[src/rtl/peak_pkg.sv]
// Default parameter values and width helper shared by the slope peak detector files.
package peak_pkg;

    localparam int W_DEF        = 10;
    localparam int HALF_DEF     = 64;
    localparam int RISE_MIN_DEF = 51;
    localparam int FALL_MIN_DEF = 51;
    localparam int REFRACT_DEF  = 100;
    localparam int LED_CYC_DEF  = 2000000;

    // Bits needed to hold values 0..max_val; never narrower than one bit.
    function automatic int cnt_width(input int max_val);
        return (max_val < 1) ? 1 : $clog2(max_val + 1);
    endfunction

endpackage

[src/rtl/slope_window.sv]
// Slope-bit shift window with incrementally maintained half counts and a primed flag.
// Outputs are the post-update values for the current shift, so the caller can act on them at the same edge.
module slope_window
    import peak_pkg::*;
#(
    parameter int HALF = HALF_DEF,
    parameter int CW   = cnt_width(HALF_DEF)
) (
    input  logic          clk_i,
    input  logic          rst_ni,
    input  logic          shift_i,
    input  logic          bit_i,
    output logic [CW-1:0] rise_nxt_o,
    output logic [CW-1:0] fall_nxt_o,
    output logic          primed_nxt_o
);

    localparam int SHW = cnt_width(2 * HALF);
    localparam logic [SHW-1:0] FILL_FULL = SHW'(2 * HALF);
    localparam logic [SHW-1:0] FILL_HALF = SHW'(HALF);

    logic [2*HALF-1:0] win_q, win_d;
    logic [CW-1:0]     rise_q, rise_d;
    logic [CW-1:0]     fall_q, fall_d;
    logic [SHW-1:0]    fill_q, fill_d;
    logic              drop_zero;

    // A zero leaving the newer half only counts once real bits have reached that position.
    always_comb begin
        win_d     = win_q;
        rise_d    = rise_q;
        fall_d    = fall_q;
        fill_d    = fill_q;
        drop_zero = (fill_q >= FILL_HALF) && !win_q[HALF-1];
        if (shift_i) begin
            win_d  = {win_q[2*HALF-2:0], bit_i};
            rise_d = rise_q + CW'(win_q[HALF-1]) - CW'(win_q[2*HALF-1]);
            fall_d = fall_q + CW'(!bit_i) - CW'(drop_zero);
            if (fill_q != FILL_FULL) begin
                fill_d = fill_q + SHW'(1);
            end
        end
    end

    always_ff @(posedge clk_i or negedge rst_ni) begin
        if (!rst_ni) begin
            win_q  <= '0;
            rise_q <= '0;
            fall_q <= '0;
            fill_q <= '0;
        end else begin
            win_q  <= win_d;
            rise_q <= rise_d;
            fall_q <= fall_d;
            fill_q <= fill_d;
        end
    end

    assign rise_nxt_o   = rise_d;
    assign fall_nxt_o   = fall_d;
    assign primed_nxt_o = (fill_d == FILL_FULL);

endmodule

[src/rtl/slope_peak_detector.sv]
// Peak detector on a stream of filtered samples: a rising run followed by a falling run marks a peak,
// with refractory blanking, a stretched LED, a wrapping peak counter and the sample interval between peaks.
module slope_peak_detector
    import peak_pkg::*;
#(
    parameter int W        = W_DEF,
    parameter int HALF     = HALF_DEF,
    parameter int RISE_MIN = RISE_MIN_DEF,
    parameter int FALL_MIN = FALL_MIN_DEF,
    parameter int REFRACT  = REFRACT_DEF,
    parameter int LED_CYC  = LED_CYC_DEF
) (
    input  logic         clk,
    input  logic         reset,
    input  logic         sample_valid,
    input  logic [W-1:0] sample,
    input  logic         clear_count,
    output logic         peak_pulse,
    output logic         peak_led,
    output logic [7:0]   peak_count,
    output logic [15:0]  interval,
    output logic         interval_valid
);

    localparam int CW = cnt_width(HALF);
    localparam int RW = cnt_width(REFRACT);
    localparam int LW = cnt_width(LED_CYC);

    localparam logic [CW-1:0] RISE_THR  = CW'(RISE_MIN);
    localparam logic [CW-1:0] FALL_THR  = CW'(FALL_MIN);
    localparam logic [RW-1:0] REFR_LOAD = RW'(REFRACT);
    localparam logic [LW-1:0] LED_LOAD  = LW'(LED_CYC);

    logic [W-1:0]  prev_q, prev_d;
    logic          have_prev_q, have_prev_d;
    logic [RW-1:0] refr_q, refr_d;
    logic [LW-1:0] led_q, led_d;
    logic [15:0]   gap_q, gap_d;
    logic          seen_q, seen_d;
    logic [7:0]    count_q, count_d;
    logic [15:0]   interval_q, interval_d;
    logic          pulse_q, pulse_d;
    logic          ivalid_q, ivalid_d;

    logic          shift;
    logic          slope_bit;
    logic          peak;
    logic [CW-1:0] rise_nxt;
    logic [CW-1:0] fall_nxt;
    logic          primed_nxt;
    logic [15:0]   gap_inc;

    // The very first accepted sample has nothing to compare against, so it only seeds prev_q.
    assign shift     = sample_valid && have_prev_q;
    assign slope_bit = (sample > prev_q);

    slope_window #(
        .HALF (HALF),
        .CW   (CW)
    ) u_window (
        .clk_i        (clk),
        .rst_ni       (reset),
        .shift_i      (shift),
        .bit_i        (slope_bit),
        .rise_nxt_o   (rise_nxt),
        .fall_nxt_o   (fall_nxt),
        .primed_nxt_o (primed_nxt)
    );

    assign peak    = sample_valid && primed_nxt && (rise_nxt >= RISE_THR)
                     && (fall_nxt >= FALL_THR) && (refr_q == '0);
    assign gap_inc = (gap_q == 16'hFFFF) ? gap_q : gap_q + 16'd1;

    always_comb begin
        prev_d      = prev_q;
        have_prev_d = have_prev_q;
        refr_d      = refr_q;
        led_d       = led_q;
        gap_d       = gap_q;
        seen_d      = seen_q;
        count_d     = count_q;
        interval_d  = interval_q;
        pulse_d     = peak;
        ivalid_d    = 1'b0;

        if (sample_valid) begin
            prev_d      = sample;
            have_prev_d = 1'b1;
            gap_d       = peak ? 16'd0 : gap_inc;
            if (peak) begin
                refr_d = REFR_LOAD;
            end else if (refr_q != '0) begin
                refr_d = refr_q - RW'(1);
            end
        end

        if (peak) begin
            led_d = LED_LOAD;
        end else if (led_q != '0) begin
            led_d = led_q - LW'(1);
        end

        // The first peak has no predecessor, so it only arms interval reporting.
        if (peak) begin
            seen_d = 1'b1;
            if (seen_q) begin
                interval_d = gap_inc;
                ivalid_d   = 1'b1;
            end
        end

        if (peak) begin
            count_d = clear_count ? 8'd1 : count_q + 8'd1;
        end else if (clear_count) begin
            count_d = 8'd0;
        end
    end

    always_ff @(posedge clk or negedge reset) begin
        if (!reset) begin
            prev_q      <= '0;
            have_prev_q <= 1'b0;
            refr_q      <= '0;
            led_q       <= '0;
            gap_q       <= '0;
            seen_q      <= 1'b0;
            count_q     <= '0;
            interval_q  <= '0;
            pulse_q     <= 1'b0;
            ivalid_q    <= 1'b0;
        end else begin
            prev_q      <= prev_d;
            have_prev_q <= have_prev_d;
            refr_q      <= refr_d;
            led_q       <= led_d;
            gap_q       <= gap_d;
            seen_q      <= seen_d;
            count_q     <= count_d;
            interval_q  <= interval_d;
            pulse_q     <= pulse_d;
            ivalid_q    <= ivalid_d;
        end
    end

    assign peak_pulse     = pulse_q;
    assign peak_led       = (led_q != '0);
    assign peak_count     = count_q;
    assign interval       = interval_q;
    assign interval_valid = ivalid_q;

endmodule

[config.mk]
export PLATFORM = sky130hd
export DESIGN_NAME = slope_peak_detector
export DESIGN_NICKNAME = d
export VERILOG_FILES = /design/src/rtl/peak_pkg.sv /design/src/rtl/slope_window.sv /design/src/rtl/slope_peak_detector.sv
export SDC_FILE = /design/constraint.sdc
export NUM_CORES = 1
export LEC_CHECK = 0
export ABC_AREA = 1
export ABC_CLOCK_PERIOD_IN_PS = 4700
export CORE_ASPECT_RATIO = 0.9
export CORE_UTILIZATION = 55
export DETAILED_ROUTE_END_ITERATION = 12
export PLACE_DENSITY = 0.78
export SLEW_MARGIN = 25
export SYNTH_ARGS = -nofsm -noshare
export SYNTH_HDL_FRONTEND = slang
export SYNTH_SLANG_ARGS = --single-unit
[constraint.sdc]
create_clock -name clk -period 4.7 [get_ports clk]
set_clock_uncertainty 0.2 [all_clocks]
set_input_delay 0.94 -clock clk [delete_from_list [all_inputs] [get_ports clk]]
set_output_delay 0.94 -clock clk [all_outputs]
set_load 0.005 [all_outputs]
==> results of run 1 <==
kinds of logic after synthesis:
| kind of cell | after synthesis |
|---|---|
| buffers and inverters | 168 |
| adder cells (fa/ha/maj) | 32 |
| AO/OA/AOI/OAI | 85 |
| AND/OR/NAND/NOR | 766 |
| flip-flops | 232 |
| XOR/XNOR | 33 |
path summary, 6_finish.rpt:
path,end,slack (ns),depth (start not counted)
max,interval[10]$_DFFE_PN0P_,0.39,24
min,u_window.win_q[61]$_DFFE_PN0P_,0.26,2
max reg2reg,interval[10]$_DFFE_PN0P_,0.98,24
min reg2reg,u_window.win_q[61]$_DFFE_PN0P_,0.26,2
max in group asynchronous,u_window.rise_q[6]$_DFF_PN0_,3.04,2
min in group asynchronous,u_window.win_q[85]$_DFFE_PN0P_,0.30,1
area by class of cell:
type | instances | share of cell area [%]
Antenna cell | 1 | 0.0204
Clock buffer | 33 | 5.76
Clock inverter | 10 | 1.06
Inverter | 126 | 3.88
Multi-Input combinational cell | 916 | 34.7
Sequential cell | 232 | 47.4
Tap cell | 250 | 2.55
Timing Repair Buffer | 61 | 4.70
per-stage QoR:
step                      util, %  hold WS, ns
after detailed placement     59.6        0.253
after floorplan                 -        0.242
after global placement       59.6        0.250
after CTS                    63.9        0.264
final                        64.0        0.261
after global routing         63.9        0.278
per-layer routing:
metal	global-route usage, %	up-vias
met2	35.0	107
met1	30.4	3913
met3	4.02	28
met5	0	-
met4	4.31	0
li1	-	4137
worst max-delay path, cell delays in order:
cell and delay, ns:
clkdlybuf4s50_1 0.51, ha_1 0.36, a21oi_1 0.13, o21a_1 0.13
o21ai_0 0.07, a21boi_0 0.18, o21ai_0 0.10, nand2_1 0.09
ha_1 0.17, inv_1 0.05, fa_1 0.35, inv_1 0.09
nand3_1 0.09, nand2_1 0.11, nand2_1 0.08, nand2_1 0.06
nand2_1 0.05, nand2_1 0.05, a21oi_1 0.08, nand2_2 0.14
nand4_2 0.16, nor2_4 0.37, nand2_1 0.12, nand2_1 0.08
layout by cell type, fill, tap and decap left out, types with 2 or more instances in the layout:
master,n
nand2_4,2
dfrtp_1,232
nand2_2,3
nand4_1,8
ha_1,30
inv_1,123
nor2_2,2
nand3_1,43
nand2_1,597
nor3_1,14
nor2_1,76
a31oi_1,2
nand3b_1,5
o21ai_0,43
clkbuf_16,25
clkbuf_1,3
xnor2_1,9
nor2_4,2
clkinv_2,5
inv_2,2
xor2_1,24
or2_2,5
clkbuf_8,5
buf_4,20
fa_1,2
clkinvlp_4,2
nor4_1,3
clkdlybuf4s50_1,39
bufinv_16,3
o21ai_1,12
a21oi_1,24
flip-flops by register name, summed over array words and instances, names as in the netlist:
| signal | flops |
|---|---|
| u_window.win_q | 128 |
| led_q | 21 |
| gap_q | 16 |
| interval | 16 |
| prev_q | 10 |
| peak_count | 8 |
| u_window.fill_q | 8 |
| refr_q | 7 |
| u_window.fall_q | 7 |
| u_window.rise_q | 7 |
| have_prev_q | 1 |
| interval_valid | 1 |
| peak_pulse | 1 |
| seen_q | 1 |
power breakdown:
group	switching, mW	internal [mW]
registers	0.165	2.22
clock network	0.769	1.21
logic	0.830	0.518
==> results.json, run 1 <==
{
  "drc": 0,
  "drt_pass1_iterations": 5,
  "max_freq_mhz": 232,
  "drtAntennaViolNets": 0,
  "synthArstFlopShare_pct": 100,
  "die_w_um": 149,
  "syn_avg_cell_area_um2": 8.15,
  "clk-insertion-delay-late_ns": 0.51,
  "synth-seq-cells": 232,
  "vias": 8185,
  "fin_crit_sh_pct": 91.6,
  "ios": 41,
  "seqCellArea_mm2": 0.00581,
  "dp.cells": 1585,
  "clk_pin_slew_worst_paths_ns": 0.07,
  "worst_setup_path_start_kind": "primary input",
  "synth_seq_area_share_pct": 54.1,
  "synth-simple-area-share_pct": 28.9,
  "synthCells": 1316,
  "htreeDepth": 1,
  "initial_core_util_pct": 56.0,
  "synthTopCellsByArea": "dfrtp_1 54%, nand2_1 21%, inv_1 4.3%, ha_1 3.5%, nor2_1 2.7%",
  "cts_setup_buffers": 0,
  "ctsResizeCount": 0,
  "leakage_nw": 6.56,
  "synthToLayoutAreaGrowth_pct": 14.3,
  "hold_path.class": "register to register",
  "dieArea_mm2": 0.0201,
  "min_period_ns": 4.31,
  "tightest_slew_ns": 0.830,
  "pwr_density_cell_mw_per_mm2": 467,
  "worst-path-max-fanout": 17,
  "grt_pass1_wl_um": 35700,
  "dp_hpwl_um": 13100,
  "wl_met3_um": 736,
  "fillers": 1548,
  "final.setup.worst_slack_ns": 0.394,
  "ys.flop_type": "dfrtp_1",
  "grt_max_degree": 114,
  "fin_nets": 1407,
  "path_class": "primary input to register",
  "track_usage_pct": 21.5,
  "synth_commonest_cells": "597 x nand2_1, 232 x dfrtp_1, 123 x inv_1",
  "antenna_found_initial": 1,
  "place_area_mm2": 0.0114,
  "drt-wirelength-per-cell_um": 12.6,
  "clk_path_buf_depth": 3,
  "hp-start": "u_window.win_q[60]$_DFFE_PN0P_",
  "numCtsBuffers": 24,
  "ctsHoldBuffers": 0,
  "multi_input_area_mm2": 0.00425,
  "finalNonFillerCells": 1629,
  "place_congestion": 0.871,
  "synth.cell_area_mm2": 0.0107,
  "wl_um": 20500,
  "grt_overflow": 0,
  "clock-root-buffer": "clkbuf_16",
  "synth.most_common_cell": "nand2_1",
  "rows": 48,
  "crit_start": "sample[3]",
  "worstReg2RegStart": "prev_q[1]$_DFFE_PN0P_",
  "power.total_mw": 5.72,
  "arrival_ns": 4.55,
  "slew_viol_final": 0,
  "finalHoldViolations": 0,
  "yosysTopAreaCellShare_pct": 54.1,
  "synth_compound_area_share_pct": 4.13,
  "synth_cell_types": 39,
  "yosys_warnings": 0,
  "drtIter0Drc": 545,
  "cts_num_sinks": 232,
  "synth_edf_count": 0,
  "floorplan.die.height_um": 134,
  "slew_headroom_pct": 44.7,
  "highest_layer": "met4",
  "yosys.area_share.adder_pct": 3.87,
  "worstPathRequired_ns": 4.94,
  "setup-violations-final": 0,
  "rsz0062_at_grt": "no",
  "m1WireLength_um": 9910,
  "synthMuxAreaShare_pct": 0,
  "drive_gt1_share_pct": 6.10,
  "synth_fp_nets": 1362,
  "worst_setup_path_end_kind": "register",
  "stdcell_area_mm2": 0.0123,
  "viasPerCell": 5.02,
  "wl_met2_um": 9590,
  "setup_tns_ns": 0,
  "cts_tree": "done",
  "synth_top_family_by_area": "simple AND/OR/NAND/NOR gates",
  "core_area_mm2": 0.0192,
  "max_cap_viol_count": 0,
  "synthXorXnorAreaFrac_pct": 2.70,
  "place_ws_ns": -0.101,
  "first_global_vias": 7751,
  "io_buffers": 40,
  "status": "finished clean",
  "synth_area_leader_cell": "dfrtp_1",
  "vdd_drop_max_v": 0.000437
}
Note: power is estimated with default switching activity, not from simulation.
==> run 2: changes to the inputs <==
--- a/config.mk
+++ b/config.mk
@@ -7,10 +7,11 @@
 export LEC_CHECK = 0
 export ABC_AREA = 1
 export ABC_CLOCK_PERIOD_IN_PS = 4700
-export CORE_ASPECT_RATIO = 0.9
+export CORE_ASPECT_RATIO = 0.6
 export CORE_UTILIZATION = 55
+export CTS_CLUSTER_SIZE = 14
 export DETAILED_ROUTE_END_ITERATION = 12
-export PLACE_DENSITY = 0.78
+export PLACE_DENSITY = 0.73
 export SLEW_MARGIN = 25
 export SYNTH_ARGS = -nofsm -noshare
 export SYNTH_HDL_FRONTEND = slang
==> results.json, run 2 (synthesis gave the netlist of run 1 again) <==
{
  "status": "finished clean",
  "grt_overflow": 0,
  "floorplan.die.height_um": 110,
  "final.setup.worst_slack_ns": 0.483,
  "track_usage_pct": 20.7,
  "first_global_vias": 7472,
  "antenna_found_initial": 0,
  "worst_setup_path_end_kind": "register",
  "path_class": "primary input to register",
  "numCtsBuffers": 22,
  "power.total_mw": 5.57,
  "top_regs": "u_window.win_q x128, led_q x21",
  "crit_slowest_cell": "clkdlybuf4s50_1",
  "io_buffers": 40,
  "max_freq_mhz": 237,
  "ios": 41,
  "worst_setup_path_start_kind": "primary input",
  "layout_common_cells": "597 x nand2_1, 232 x dfrtp_1, 123 x inv_1, 76 x nor2_1",
  "arrival_ns": 4.40,
  "min_period_ns": 4.22,
  "regMostFlops": "u_window.win_q",
  "tightest_slew_ns": 0.819,
  "max_cap_viol_count": 0,
  "reg2reg_slack_ns": 1.00,
  "drc": 0,
  "leakage_nw": 6.53,
  "slew_viol_final": 0,
  "layout_commonest_cell": "nand2_1",
  "rows": 39,
  "clock-root-buffer": "clkbuf_16",
  "vias": 7910,
  "drtIter0Drc": 503,
  "seqCellArea_mm2": 0.00581,
  "pwr_density_cell_mw_per_mm2": 456,
  "wl_um": 19900,
  "synthToLayoutAreaGrowth_pct": 13.8,
  "clk_pin_slew_worst_paths_ns": 0.06,
  "finalHoldViolations": 0,
  "vdd_drop_max_v": 0.000361,
  "clk_path_buf_depth": 3,
  "drive_gt1_share_pct": 5.48,
  "cts_num_sinks": 232,
  "htreeDepth": 1,
  "antenna_cells": 0,
  "slowest_delay_ns": 0.42,
  "reg2reg_depth": 24,
  "place_congestion": 0.865,
  "cp_cell_sequence": "clkdlybuf4s50_1, ha_1, inv_1, nor2_1, nor2_1, o21a_1, o21ai_0, a21boi_0, o21ai_0, nand2_1, ha_1, inv_1, fa_1, nand2_1, nand2_1, nor2_1, nor2_1, nand3_1, nand3_1, nand2_2, nand4_2, buf_4, nand2_2, o21ai_0",
  "final_core_util_pct": 64.0,
  "viasPerCell": 4.84,
  "rsz0062_at_grt": "no",
  "fin_nets": 1401,
  "place_ws_ns": -0.00251,
  "slew_headroom_pct": 45.4,
  "clk-insertion-delay-late_ns": 0.51,
  "fin_hold_ws_ns": 0.0908,
  "dieArea_mm2": 0.0201,
  "ctsHoldBuffers": 0,
  "drt-wirelength-per-cell_um": 12.2,
  "core_area_mm2": 0.0191,
  "worst-path-max-fanout": 8,
  "multi_input_area_mm2": 0.00425,
  "drtAntennaViolNets": 0,
  "crit_path_frequent_cell": "nor2_1",
  "worstReg2RegStart": "prev_q[1]$_DFFE_PN0P_",
  "rr_endpoint": "gap_q[9]$_DFFE_PN0P_",
  "fin_crit_sh_pct": 89.7,
  "ctsResizeCount": 0,
  "setup-violations-final": 0,
  "cts_setup_buffers": 0,
  "largest_reg_flops": 128,
  "grt_pass1_wl_um": 34400,
  "drt_pass1_iterations": 5,
  "fillers": 1610,
  "worstPathRequired_ns": 4.88,
  "grt_max_degree": 126,
  "die_w_um": 182,
  "dp_hpwl_um": 12700,
  "cts_tree": "done",
  "hold_path.class": "primary input to asynchronous set/reset pin",
  "initial_core_util_pct": 56.2
}
[run 2: cell count changes in the layout (fill, tap and decap cells not counted), sizes merged]
cell      previous run  this run
clkinv               5         3
buf                 22        18
diode                1         0
bufinv               3         2
clkinvlp             2         0
[run 2: where the power goes]
part / total (mW) / leakage [nW] / internal (mW) / switching, mW
Sequential: 2.39 / 3.02 / 2.22 / 0.170
Clock: 1.85 / 0.377 / 1.11 / 0.741
Combinational: 1.32 / 3.13 / 0.496 / 0.827
[run 2: through the flow]
step	area, µm²	instances	setup TNS (ns)
floorplan	10700	1316	0
global placement	11400	1596	0
detailed placement	11400	1596	-0.00936
CTS	12200	1634	0
global route	12200	1635	0
finish	12200	1635	0
[run 2: cell type report]
type | count | area share (%)
Clock buffer | 33 | 5.60
Clock inverter | 5 | 0.615
Inverter | 126 | 3.89
Multi-Input combinational cell | 916 | 34.8
Sequential cell | 232 | 47.6
Tap cell | 266 | 2.73
Timing Repair Buffer | 57 | 4.84
[run 2: worst max-delay path by stage]
stage	from	endpoint	slack, ns	cells after the start
floorplan	sample[1]	interval[13]$_DFFE_PN0P_	0.74	25
global placement	sample[1]	peak_count[0]$_DFFE_PN0P_	0.04	24
detailed placement	sample[1]	gap_q[12]$_DFFE_PN0P_	-0.003	24
CTS	sample[1]	peak_count[5]$_DFFE_PN0P_	0.47	24
global route	sample[1]	gap_q[11]$_DFFE_PN0P_	0.09	24
finish	sample[1]	gap_q[9]$_DFFE_PN0P_	0.48	24
[run 2: worst max-delay path, delay by kind of cell]
kind	cells	cell delay (ns)
and+or+nand+nor	12	1.14
AOI/OAI and AO/OA	5	0.63
adders and majority gates	3	0.94
buffers and inverters	4	0.74
[run 2: layer usage]
layer / vias to the layer above / global-route usage [%] / routed length, µm
li1: 4118 / - / -
met1: 3642 / 31.0 / 10600
met2: 118 / 31.6 / 8080
met3: 32 / 3.65 / 827
met4: 0 / 4.56 / 353
met5: - / 0 / 0
==> run 3: changes to the inputs <==
--- a/config.mk
+++ b/config.mk
@@ -8,6 +8,7 @@
 export ABC_AREA = 1
 export ABC_CLOCK_PERIOD_IN_PS = 4700
 export CORE_ASPECT_RATIO = 0.6
+export CORE_MARGIN = 1.5
 export CORE_UTILIZATION = 55
 export CTS_CLUSTER_SIZE = 14
 export DETAILED_ROUTE_END_ITERATION = 12
==> results.json, run 3 (synthesis gave the netlist of run 1 again) <==
{
  "status": "finished clean",
  "max_cap_viol_count": 0,
  "crit_start": "sample[1]",
  "ios": 41,
  "dp_hpwl_um": 12700,
  "worstReg2RegStart": "prev_q[1]$_DFFE_PN0P_",
  "antenna_cells": 0,
  "fin_nets": 1398,
  "drtAntennaViolNets": 0,
  "dieArea_mm2": 0.0204,
  "clk-insertion-delay-late_ns": 0.50,
  "clock-root-buffer": "clkbuf_16",
  "wl_um": 19900,
  "rows": 39,
  "worst_setup_path_end_kind": "register",
  "antenna_found_initial": 0,
  "drt_pass1_iterations": 5,
  "final_core_util_pct": 63.7,
  "grt_pass1_wl_um": 36100,
  "crit_slowest_cell": "clkdlybuf4s50_1",
  "fin_crit_sh_pct": 90.5,
  "hp-start": "u_window.win_q[105]$_DFFE_PN0P_",
  "path_class": "primary input to register",
  "core_area_mm2": 0.0191,
  "hold_path.class": "register to register",
  "grt_overflow": 0,
  "pwr_density_cell_mw_per_mm2": 453,
  "finalHoldViolations": 0,
  "worstPathRequired_ns": 4.88,
  "drive_gt1_share_pct": 5.13,
  "stdcell_area_mm2": 0.0122,
  "min_period_ns": 4.25,
  "synthToLayoutAreaGrowth_pct": 13.4,
  "rsz0062_at_grt": "no",
  "place_area_mm2": 0.0114,
  "dp.cells": 1594,
  "crit_buf_inv": 4,
  "cts_num_sinks": 232,
  "regMostFlops": "u_window.win_q",
  "clk_path_buf_depth": 3,
  "tightest_slew_ns": 0.839,
  "leakage_nw": 6.50,
  "crit_path_frequent_cell": "nor2_1",
  "vias": 7987,
  "max_freq_mhz": 235,
  "cp_cell_sequence": "clkdlybuf4s50_1, ha_1, inv_1, nor2_1, nor2_1, o21a_1, o21ai_0, a21boi_0, o21ai_0, nand2_1, ha_1, inv_1, fa_1, nand2_1, nand2_1, nor2_1, nor2_1, nand3_1, nand3_1, nand2_2, nand4_2, buf_12, nand2_2, o21ai_1",
  "slew_viol_final": 0,
  "layout_commonest_cell": "nand2_1",
  "slowest_delay_ns": 0.43,
  "io_buffers": 40,
  "finalNonFillerCells": 1631,
  "viasPerCell": 4.90,
  "drtIter0Drc": 593,
  "floorplan.die.height_um": 111,
  "track_usage_pct": 21.1,
  "slew_headroom_pct": 44.1,
  "cts_tree": "done",
  "top_regs": "u_window.win_q x128, led_q x21",
  "layout_common_cells": "597 x nand2_1, 232 x dfrtp_1, 123 x inv_1, 76 x nor2_1",
  "drt-wirelength-per-cell_um": 12.2,
  "htreeDepth": 1,
  "clk_pin_slew_worst_paths_ns": 0.07,
  "first_global_vias": 7654,
  "ctsResizeCount": 0,
  "crit_family": "simple AND/OR/NAND/NOR gates",
  "largest_reg_flops": 128,
  "worst_setup_path_start_kind": "primary input",
  "place_congestion": 0.854,
  "die_w_um": 183,
  "vdd_drop_max_v": 0.000345,
  "ctsHoldBuffers": 0,
  "drc": 0,
  "arrival_ns": 4.43,
  "worst-path-max-fanout": 20,
  "initial_core_util_pct": 56.2,
  "numCtsBuffers": 22,
  "setup-violations-final": 0,
  "cts_setup_buffers": 0,
  "grt_max_degree": 114
}
-- run 3: changes by cell type in the layout (fill, tap and decap cells not counted) --
cell,delta
clkbuf_1,+1
buf_4,-3
clkbuf_8,-2
clkinv_4,+1
clkinv_2,-1
buf_12,+1
buf_16,-1
-- run 3: path summary, 6_finish.rpt --
kind                                                   endpoint  slack, ns  cells after the start
worst max-delay path                  peak_count[0]$_DFFE_PN0P_       0.45                     24
worst min-delay path            u_window.win_q[106]$_DFFE_PN0P_       0.26                      2
worst max register to register        peak_count[0]$_DFFE_PN0P_       0.97                     24
worst min register to register  u_window.win_q[106]$_DFFE_PN0P_       0.26                      2
max in group asynchronous        u_window.win_q[31]$_DFFE_PN0P_       3.06                      2
min in group asynchronous        u_window.win_q[58]$_DFFE_PN0P_       0.31                      1
-- run 3: area by class of cell --
class                      count  area [µm²]
fill                        1614        6920
sequential                   232        5810
multi-input combinational    916        4250
clock buffer                  32         659
timing repair buffer          54         561
inverter                     126         475
tap                          266         333
clock inverter                 5        78.8
-- run 3: metrics by stage --
step                setup WS (ns)  total power [mW]  TNS, ns  hold slack, ns
finish                      0.447              5.51        0           0.261
detailed placement        -0.0647              3.73    -1.25           0.252
CTS                         0.441              5.58        0           0.267
global placement           0.0352              3.69        0           0.250
global route               0.0799              5.92        0           0.286
floorplan                   0.742              3.41        0           0.242
-- run 3: routing by layer --
| metal | vias up | track usage [%] | share of wire (%) |
|---|---|---|---|
| met1 | 3713 | 33.6 | 54 |
| met4 | 0 | 4.04 | 1.6 |
| met5 | - | 0 | 0 |
| li1 | 4115 | - | - |
| met2 | 133 | 30.5 | 41 |
| met3 | 26 | 3.19 | 4.0 |
-- run 3: where the power goes --
group	leakage, nW	switching [mW]	internal [mW]
clock	0.364	0.727	1.08
combinational	3.11	0.823	0.493
sequential	3.02	0.169	2.22
total	6.50	1.72	3.80
-- run 3: worst register-to-register path, stage by stage (launching register included) --
cell	delay (ns)
dfrtp_1	0.33
inv_1	0.05
ha_1	0.29
inv_1	0.04
nor2_1	0.07
nor2_1	0.04
o21a_1	0.15
o21ai_0	0.14
a21boi_0	0.11
o21ai_0	0.15
nand2_1	0.10
ha_1	0.22
inv_1	0.07
fa_1	0.40
nand2_1	0.08
nand2_1	0.09
nor2_1	0.11
nor2_1	0.05
nand3_1	0.08
nand3_1	0.11
nand2_2	0.12
nand4_2	0.17
buf_12	0.21
nand2_2	0.15
o21ai_1	0.08
